--- src/rtl/fifo_umbrales.sv ---
// fifo_umbrales: single-clock FIFO with programmable almost-full/almost-empty thresholds
module fifo_umbrales #(
    parameter int DATA_WIDTH = 6,
    parameter int ADDR_WIDTH = 2
) (
    input  logic                  clk,
    input  logic                  reset,
    input  logic                  push,
    input  logic [DATA_WIDTH-1:0] data_in,
    input  logic                  pop,
    input  logic [ADDR_WIDTH-1:0] umbral_alto,
    input  logic [ADDR_WIDTH-1:0] umbral_bajo,
    output logic [DATA_WIDTH-1:0] data_out,
    output logic                  valid_out,
    output logic [ADDR_WIDTH:0]   count,
    output logic                  fifo_empty,
    output logic                  fifo_full,
    output logic                  almost_empty,
    output logic                  almost_full,
    output logic                  fifo_error
);
    localparam int DEPTH = 1 << ADDR_WIDTH;
    localparam logic [ADDR_WIDTH:0] FULL_CNT = (ADDR_WIDTH+1)'(DEPTH);

    logic [DATA_WIDTH-1:0] mem_q [DEPTH];
    logic [ADDR_WIDTH-1:0] wr_ptr_q, wr_ptr_d, rd_ptr_q, rd_ptr_d;
    logic [ADDR_WIDTH:0]   count_q, count_d;
    logic [DATA_WIDTH-1:0] data_out_q, data_out_d;
    logic                  valid_q, valid_d, error_q, error_d;
    logic                  wr_en, rd_en;

    assign count        = count_q;
    assign data_out     = data_out_q;
    assign valid_out    = valid_q;
    assign fifo_error   = error_q;
    assign fifo_empty   = count_q == '0;
    assign fifo_full    = count_q == FULL_CNT;
    assign almost_empty = count_q <= {1'b0, umbral_bajo};
    assign almost_full  = umbral_alto != '0 && count_q >= {1'b0, umbral_alto};

    // Next state: a pop on a full FIFO frees the slot the simultaneous push reuses
    always_comb begin
        wr_en      = push && (!fifo_full || pop);
        rd_en      = pop && !fifo_empty;
        wr_ptr_d   = wr_en ? wr_ptr_q + ADDR_WIDTH'(1) : wr_ptr_q;
        rd_ptr_d   = rd_en ? rd_ptr_q + ADDR_WIDTH'(1) : rd_ptr_q;
        count_d    = (wr_en && !rd_en) ? count_q + (ADDR_WIDTH+1)'(1) :
                     (rd_en && !wr_en) ? count_q - (ADDR_WIDTH+1)'(1) : count_q;
        data_out_d = rd_en ? mem_q[rd_ptr_q] : data_out_q;
        valid_d    = rd_en;
        error_d    = error_q || (push && fifo_full && !pop) || (pop && fifo_empty);
    end

    // Control and output registers; reset discards all stored words at once
    always_ff @(posedge clk or posedge reset) begin
        if (reset) begin
            wr_ptr_q   <= '0;
            rd_ptr_q   <= '0;
            count_q    <= '0;
            data_out_q <= '0;
            valid_q    <= 1'b0;
            error_q    <= 1'b0;
        end else begin
            wr_ptr_q   <= wr_ptr_d;
            rd_ptr_q   <= rd_ptr_d;
            count_q    <= count_d;
            data_out_q <= data_out_d;
            valid_q    <= valid_d;
            error_q    <= error_d;
        end
    end

    // Storage array, intentionally left unreset
    always_ff @(posedge clk) begin
        if (wr_en) mem_q[wr_ptr_q] <= data_in;
    end
endmodule

--- config.mk ---
export PLATFORM = sky130hd
export DESIGN_NAME = fifo_umbrales
export DESIGN_NICKNAME = d
export VERILOG_FILES = /design/src/rtl/fifo_umbrales.sv
export SDC_FILE = /design/constraint.sdc
export NUM_CORES = 1
export LEC_CHECK = 0
export BUFFER_PORTS_ARGS = -buffer_cell sky130_fd_sc_hd__buf_4
export CORE_MARGIN = 5
export CORE_UTILIZATION = 49
export DETAILED_ROUTE_END_ITERATION = 6
export PLACE_DENSITY = 0.74
export SLEW_MARGIN = 40
export SYNTH_ARGS = -nofsm -noshare
export SYNTH_HDL_FRONTEND = slang
export SYNTH_SLANG_ARGS = --single-unit
--- constraint.sdc ---
create_clock -name clk -period 2.05 [get_ports clk]
set_clock_uncertainty 0.15 [all_clocks]
set_input_delay 0.1025 -clock clk [delete_from_list [all_inputs] [get_ports clk]]
set_output_delay 0.1025 -clock clk [all_outputs]
set_load 0.01 [all_outputs]
Word-level counts from Yosys, hierarchy flattened
Memories as Yosys holds them, arrays and structs flattened. A register that Yosys moved wholly into a read port is not among the register bits.
Index checks and enable logic that the tools add are counted.
- output and inout port bits: 15
- memories kept: 1
- memory bits (writable): 24
- input port bits: 14
- word-level logic and storage cells: 36
- register bits: 9
- add/subtract/negate cells: 4
- order comparisons: 2
- reductions and logical operators: 19
- eq/ne operators: 1
- mux-type cells: 4
- memories (name ; words ; bits a word ; rd ports ; clocked after memory_dff ; wr ports ; line ; text):
    mem_q ; 4 ; 6 ; 1 ; 1 ; 1 ; 25 ; logic [DATA_WIDTH-1:0] mem_q [DEPTH];
- operators by type and width (operator ; count):
    $logic_and 1x1->1 ; 8
    $mux 3 ; 2
    $logic_not 1->1 ; 5
    $add 2x1->2 const B ; 2
    $reduce_bool 2->1 ; 2
    $add 3x1->3 const B ; 1
    $eq 3x3->1 const B ; 1
    $ge 3x2->1 ; 1
    $le 3x2->1 ; 1
    $logic_not 3->1 ; 1
    $logic_or 1x1->1 ; 3
    $sub 3x1->3 const B ; 1
    $mux 1 ; 2

Longest topological paths before layout
Gate-level depths: netlist of run 1.
- word-level depth: 8
- mapped depth: 8
- mapped depth without buffers: 8

Worst setup path after synthesis of run 1
Ideal clock, no wire load.
- kind: register to register
- start point: register count_q[0] (netlist: count[0])
- end point: register count_q[2] (netlist: count[2])
- slack: -0.234 ns
- setup time: 0.080 ns
- arrival time: 2.054 ns
- data required time: 1.820 ns
- buffers on the path: 0
- cell stages (with the launch flop): 8
- period minus slack after synthesis: 2.284 ns
- path through: dfrtp_1 o31ai_4 ha_1 inv_1 fa_1 xor2_1 nor2_1 xor2_1
- word-level cells in the longest chain between the ends: 7
- elaborated cells on any way between the ends: 16
- classes of those cells: add/sub (2); eq/ne (1); mux (2); reduce/logical (11)
- RTL lines (what ; line ; text):
    from (decl) ; 27 ; logic [ADDR_WIDTH:0] count_q, count_d;
    from (signal assigned) ; 66 ; count_q <= count_d;
    branches (longest 7 deep; another with $sub 3x1->3) ; - ;
Several ways; the timed one is not identified. The select of a mux whose other input is x is not followed.
A chain may end at the register's enable or synchronous reset.

Worst setup path after layout of run 1
- start point: register count_q[1] (netlist: count[1])
- end point: register count_q[1] (netlist: count[1])
- elaborated cells on any way between the ends: 16
- classes of those cells: add/sub (2); eq/ne (1); mux (2); reduce/logical (11)
- RTL lines (what ; line ; text):
    $eq 3x3->1 ; 37 ; assign fifo_full = count_q == FULL_CNT;
    $logic_not 1->1 ; 43 ; wr_en = push && (!fifo_full || pop);
    $logic_or 1x1->1 ; 43 ;
    $logic_and 1x1->1 ; 43 ;
    named net wr_en ; 30 ; logic wr_en, rd_en;
    $logic_and 1x1->1 ; 47 ; count_d = (wr_en && !rd_en) ? count_q + (ADDR_WIDTH+1)'(1) :
    $mux 3 ; 47 ;
    named net count_d[1] ; 27 ;
The timed path passes the listed nets, and every way through them passes these cells. The select of a mux whose other input is x is not followed.

==> out/metrics.yaml, run 1 <==
worst_hold_path:
  hold_path_depth: 4
  min_from: "pop"
  hold_path_class: "input pin to flip-flop"
yosys:
  synth_cells: 113
  synthSimpleGateAreaFrac_pct: 8.193
  syn-num-nets: 137
  yosysSeqAreaShare_pct: 64.08
  muxShareOfSynthArea_pct: 9.437
  synth_ff_type: "edfxtp_1"
  ys_seq_elements: 39
  syn_avg_cell_area_um2: 15.14
  synth_area_leaders: "edfxtp_1, dfrtp_1, mux4_2"
  synth_warnings: 0
  synth_common_cells: "edfxtp_1, nand2_1, dfrtp_1"
  synth_top_family_by_area: "multiplexers"
  synth_compound_area_share_pct: 4.389
  async_flop_share_pct: 38.46
  netlist_area_um2: 1710
  synth_top_cell_by_area: "edfxtp_1"
  yosys.area.top_type_share_pct: 42.14
  yosysUniqueCellTypes: 24
  synth-xor-area-share_pct: 3.072
  synth.most_common_cell: "edfxtp_1"
  synthAdderAreaFrac_pct: 7.754
  synth_edf_count: 24
clock_tree:
  cts_tree: "built"
  htree_levels: 2
  clkSinkCount: 39
  path_clk_slew_ps: 100
  cts_buffer_depth: 2
  cts_inserted_buffers: 5
  cts-root-buf: "clkbuf_4"
  clock_latency_ps: 330
floorplanning:
  die_x_um: 69.08
  core_area_um2: 3363
  ios: 29
  dieHeight_um: 69.08
  start_util_pct: 50.86
  die_area_um2: 4772
  rows: 21
finish:
  diodes: 0
  fill_cells: 273
  layout.cells.non_filler: 209
  postLayoutCoreUtil_pct: 64.96
  drive_above_1_share_pct: 38.65
  syn_to_final_growth_pct: 27.73
  nets: 186
pwr:
  p_leak_nw: 0.9423
  finalPower_mw: 2.783
  cellPowerDensity_nw_per_um2: 1274
  irDropWorstVdd_mv: 0.6414
grt:
  overflow: 0
  gr-usage-all-layers_pct: 12.52
  grt_pass1_vias: 1016
  grt_first_pass_wirelength_um: 4643
  grt_max_degree: 16
  grt_antenna_before_repair: 0
sta:
  rsz0062_at_grt: "no"
  timing.fmax_mhz: 500.6
  slew_viol_final: 0
  finalSetupViolCount: 0
  fin_tns_setup_ps: 0
  max_slew_margin_pct: 61.87
  worstMarginPinSlew_ps: 571.3
  finalCritPeriodShare_pct: 97.44
  fin_crit_ps: 1998
  hold_viol: 0
  hold_ws_ps: 77.33
detailed_routing:
  drt_wl_total_um: 2913
  via_count: 994
  drt_iter0_markers: 53
  dr.pass1.iters: 4
  ant_nets: 0
  routed_via_density: 4.756
  drc: 0
  post_drt_wl_per_cell_um: 13.94
critical_path:
  critPathBufInv: 1
  reg2reg_from: "count[1]$_DFFE_PP0P_"
  reg2regPathDepth: 6
  worst-path-max-fanout: 4
  worstSetupStartpointType: "flip-flop"
  path_delay_family: "adder cells"
  critPathLaunch: "count[1]$_DFFE_PP0P_"
  regToRegSetupSlack_ps: 50
  required_ps: 2110
  cpPeakStageDelay_ps: 470
  cp-end-kind: "flip-flop"
  crit_arrival_ps: 2060
  path_depth: 6
  worstSetupPathType: "flip-flop to flip-flop"
  crit_slowest_cell: "dfrtp_2"
  path_cells: "nor3b_4, a21boi_4, ha_4, inv_2, fa_2, mux2_4"
placed_design:
  hpwl_um: 2112
  dp_cells: 191
  place_congestion: 0.6979
  portBuffers: 28
flow_run:
  maxCapViolations: 0
outcome:
  status: "complete, no violations"
==> cell families (layout without fill, tap and decap cells) <==
family	Yosys count	in the layout
compound gates	8	8
simple gates	29	29
buf+inv	13	63
xor+xnor	6	6
flops	39	39
fa+ha+maj	10	10
mux	8	8
==> repair_timing <==
action / CTS / global route
setup buffers: 0 / 1
resized for setup: 0 / 2
endpoints found under the hold margin: 40 / 0
hold buffers: 9 / 0
setup endpoints to repair: 0 / 2
==> worst register-to-register path: stages, from the launching register on <==
cell and delay [ps]:
dfrtp_2 470, nor3b_4 270, a21boi_4 100, ha_4 170, inv_2 50, fa_2 410, mux2_4 270
==> layout by cell type, fill, tap and decap left out, types with 2 or more instances in the layout <==
master,netlist,final
inv_1,10,9
xor2_1,2,2
ha_1,9,8
dlygate4sd3_1,0,9
nand2_1,20,20
mux2_4,1,2
mux4_2,6,6
nor2_1,3,3
and2_2,4,4
dfrtp_2,0,3
xnor2_1,4,4
edfxtp_1,24,24
a21oi_1,3,3
clkbuf_1,0,2
buf_4,0,35
dfrtp_1,15,12
clkbuf_4,0,5
==> layout make-up <==
| class | instances | area, um^2 | area share, % |
|---|---|---|---|
| Clock buffer | 7 | 45.04 | 2.062 |
| Clock inverter | 1 | 5.005 | 0.2291 |
| Inverter | 11 | 43.79 | 2.005 |
| Multi-Input combinational cell | 61 | 580.6 | 26.57 |
| Sequential cell | 39 | 1100 | 50.34 |
| Tap cell | 46 | 57.56 | 2.635 |
| Timing Repair Buffer | 44 | 352.8 | 16.15 |
==> routing by layer <==
metal | GRT usage, % | part of all wire, % | vias to the layer above
met5 | 0 | 0 | -
met4 | 3.905 | 0.76 | 0
met3 | 4.506 | 6.0 | 3
met2 | 21.29 | 53 | 26
met1 | 14.77 | 41 | 476
li1 | - | - | 489
==> sequential cells by signal (all words and copies together) (netlist names) <==
signal      flops
valid_out       1
data_out        6
wr_ptr_q        2
fifo_error      1
count           3
mem_q          24
rd_ptr_q        2
==> where the power goes <==
group / internal (mW) / switching (mW) / total [mW]
clock: 0.134 / 0.220 / 0.354
combinational: 0.645 / 0.506 / 1.15
sequential: 1.08 / 0.196 / 1.28
==> metrics by stage <==
step	setup WS [ps]	cell area, um^2
after detailed placement	36.98	2023
after global placement	97.00	2023
after floorplan	-135.3	1719
final	52.49	2185
after CTS	26.36	2163
after global routing	8.455	2185
==> worst paths after layout <==
check	end
max	count[1]$_DFFE_PP0P_
min	count[0]$_DFFE_PP0P_
max reg2reg	count[1]$_DFFE_PP0P_
min in group asynchronous	data_out[4]$_DFFE_PP0P_
min reg2reg	fifo_error$_DFF_PP0_
max in group asynchronous	count[0]$_DFFE_PP0P_
Power figures use the tool's default switching activity.
==> run 2: changes to the inputs <==
--- a/config.mk
+++ b/config.mk
@@ -6,10 +6,12 @@
 export NUM_CORES = 1
 export LEC_CHECK = 0
 export BUFFER_PORTS_ARGS = -buffer_cell sky130_fd_sc_hd__buf_4
+export CORE_ASPECT_RATIO = 0.7
 export CORE_MARGIN = 5
-export CORE_UTILIZATION = 49
+export CORE_UTILIZATION = 52
+export CTS_BUF_LIST = sky130_fd_sc_hd__clkbuf_2 sky130_fd_sc_hd__clkbuf_4 sky130_fd_sc_hd__clkbuf_8
 export DETAILED_ROUTE_END_ITERATION = 6
-export PLACE_DENSITY = 0.74
+export PLACE_DENSITY = 0.78
 export SLEW_MARGIN = 40
 export SYNTH_ARGS = -nofsm -noshare
 export SYNTH_HDL_FRONTEND = slang
==> out/metrics.yaml, run 2 (same netlist as run 1, synthesis figures left out) <==
floorplanning:
  start_util_pct: 54.33  # +3.5 points
  die_area_um2: 4555  # -4.6%
  dieHeight_um: 57.99  # -16%
  rows: 17  # -19%
  die_x_um: 78.55  # +14%
  ios: 29  # unchanged
  core_area_um2: 3148  # -6.4%
placed_design:
  portBuffers: 28  # unchanged
  place_congestion: 0.7283  # +4.4%
  dp_cells: 183  # -4.2%
  dp_slack_ps: 13.99  # -22.98 ps
  hpwl_um: 2269  # +7.4%
finish:
  nets: 187  # +0.54%
  top_register: "mem_q"
  mostFrequentLayoutCell: "buf_4"
  syn_to_final_growth_pct: 31.31
  largest_reg_flops: 24  # unchanged
  layout_common_cells: "buf_4, edfxtp_1, nand2_1"
  fill_cells: 207  # -24%
  diodes: 0  # unchanged
  layout.cells.non_filler: 202  # -3.3%
  drive_above_1_share_pct: 40.24  # +1.6 points
sta:
  slew_viol_final: 0  # unchanged
  finalSetupViolCount: 0  # unchanged
  fin_crit_ps: 1983  # -14.99 ps
  rsz0062_at_grt: "no"
  timing.fmax_mhz: 504.4  # +0.76%
  fin_tns_setup_ps: 0  # unchanged
  max_slew_margin_pct: 61.10  # -0.77 points
  worstMarginPinSlew_ps: 582.9  # +11.60 ps
  finalCritPeriodShare_pct: 96.71  # -0.73 points
  hold_viol: 0  # unchanged
  setup_ws_ps: 67.48  # +14.99 ps
grt:
  grt_max_degree: 16  # unchanged
  gr-usage-all-layers_pct: 15.87  # +3.4 points
  overflow: 0  # unchanged
  grt_first_pass_wirelength_um: 5319  # +15%
  grt_pass1_vias: 1062  # +4.5%
  grt_antenna_before_repair: 0  # unchanged
detailed_routing:
  drt_wl_total_um: 3171  # +8.9%
  drt_iter0_markers: 58  # +9.4%
  post_drt_wl_per_cell_um: 15.70  # +13%
  via_count: 1013  # +1.9%
  ant_nets: 0  # unchanged
  drc: 0  # unchanged
  routed_via_density: 5.015  # +5.4%
  dr.pass1.iters: 4  # unchanged
clock_tree:
  clkSinkCount: 39  # unchanged
  cts_inserted_buffers: 5  # unchanged
  path_clk_slew_ps: 80  # -20 ps
  cts_tree: "built"
  htree_levels: 2  # unchanged
  cts-root-buf: "clkbuf_8"
  cts_buffer_depth: 2  # unchanged
  clock_latency_ps: 290  # -40 ps
outcome:
  status: "complete, no violations"
critical_path:
  cp-end-kind: "flip-flop"
  required_ps: 2080  # -30 ps
  worst-path-max-fanout: 3  # -1
  path_cells: "nor3b_4, a21boi_4, ha_4, inv_2, fa_2, mux2_2"
  worstSetupStartpointType: "flip-flop"
  worstSetupPathType: "flip-flop to flip-flop"
  crit_slowest_cell: "dfrtp_2"
  crit_arrival_ps: 2010  # -50 ps
  cpPeakStageDelay_ps: 450  # -20 ps
worst_hold_path:
  hold_path_class: "input pin to flip-flop"
pwr:
  cellPowerDensity_nw_per_um2: 1383  # +8.5%
  p_leak_nw: 0.9751  # +3.5%
  irDropWorstVdd_mv: 0.6729  # +4.9%
flow_run:
  maxCapViolations: 0  # unchanged
## run 2: cell count changes in the layout (fill, tap and decap cells not counted)
cell       change
bufinv_16      +1
clkbuf_8       +6
clkbuf_4       -5
buf_4          +1
mux2_2         +1
mux2_4         -1
clkbuf_1       -2
## run 2: metrics by stage
step | area [um^2] | hold slack, ps | util (%) | power, mW
after floorplan | 1719 | -146.2 | - | 1.960
after global placement | 2013 | 36.82 | 63.95 | 2.370
after detailed placement | 2013 | 64.52 | 63.95 | 2.432
after CTS | 2228 | 114.6 | 70.79 | 3.116
after global routing | 2246 | 121.1 | 71.34 | 3.321
final | 2246 | 98.14 | 71.34 | 3.106
## run 2: worst paths after layout
path                                    startpoint                       to  slack (ps)  cells past startpoint
setup / recovery              count[0]$_DFFE_PP0P_     count[1]$_DFFE_PP0P_          70                      6
hold / removal                                 pop     count[0]$_DFFE_PP0P_         100                      4
setup reg to reg              count[0]$_DFFE_PP0P_     count[1]$_DFFE_PP0P_          70                      6
hold reg to reg            data_out[5]$_DFFE_PP0P_  data_out[5]$_DFFE_PP0P_         330                      2
max in group asynchronous                    reset     count[2]$_DFFE_PP0P_        1040                      3
min in group asynchronous                    reset     fifo_error$_DFF_PP0_         290                      3
## run 2: what timing repair did
item,4_1_cts,5_1_grt
resized for setup,0,1
pin swaps,0,4
buffers inserted,1,1
setup endpoints to repair,1,2
endpoints found under the hold margin,40,0
hold buffers,9,0
## run 2: area by class of cell
type	count	area, um^2	share of cell area (%)
sequential	39	1100	48.97
multi-input combinational	61	576.8	25.68
timing repair buffer	45	360.3	16.04
clock buffer	6	82.58	3.677
tap	38	47.55	2.117
inverter	11	43.79	1.950
clock inverter	2	35.03	1.560
## run 2: worst max-delay path, delay by kind of cell (launching register included)
| family | cells | cell delay (ps) |
|---|---|---|
| compound gates | 1 | 100 |
| fa+ha+maj | 2 | 590 |
| buf+inv | 1 | 50 |
| flops | 1 | 450 |
| mux | 1 | 260 |
| simple gates | 1 | 260 |
## run 2: where the power goes
part / switching, mW / internal [mW]
clock: 0.262 / 0.394
combinational: 0.528 / 0.643
sequential: 0.195 / 1.08
## run 2: layer usage
layer	GRT usage, %	share of wire, %	vias up
li1	-	-	488
met1	22.07	45	491
met2	24.55	48	30
met3	4.193	5.7	4
met4	5.237	1.6	0
met5	0	0	-
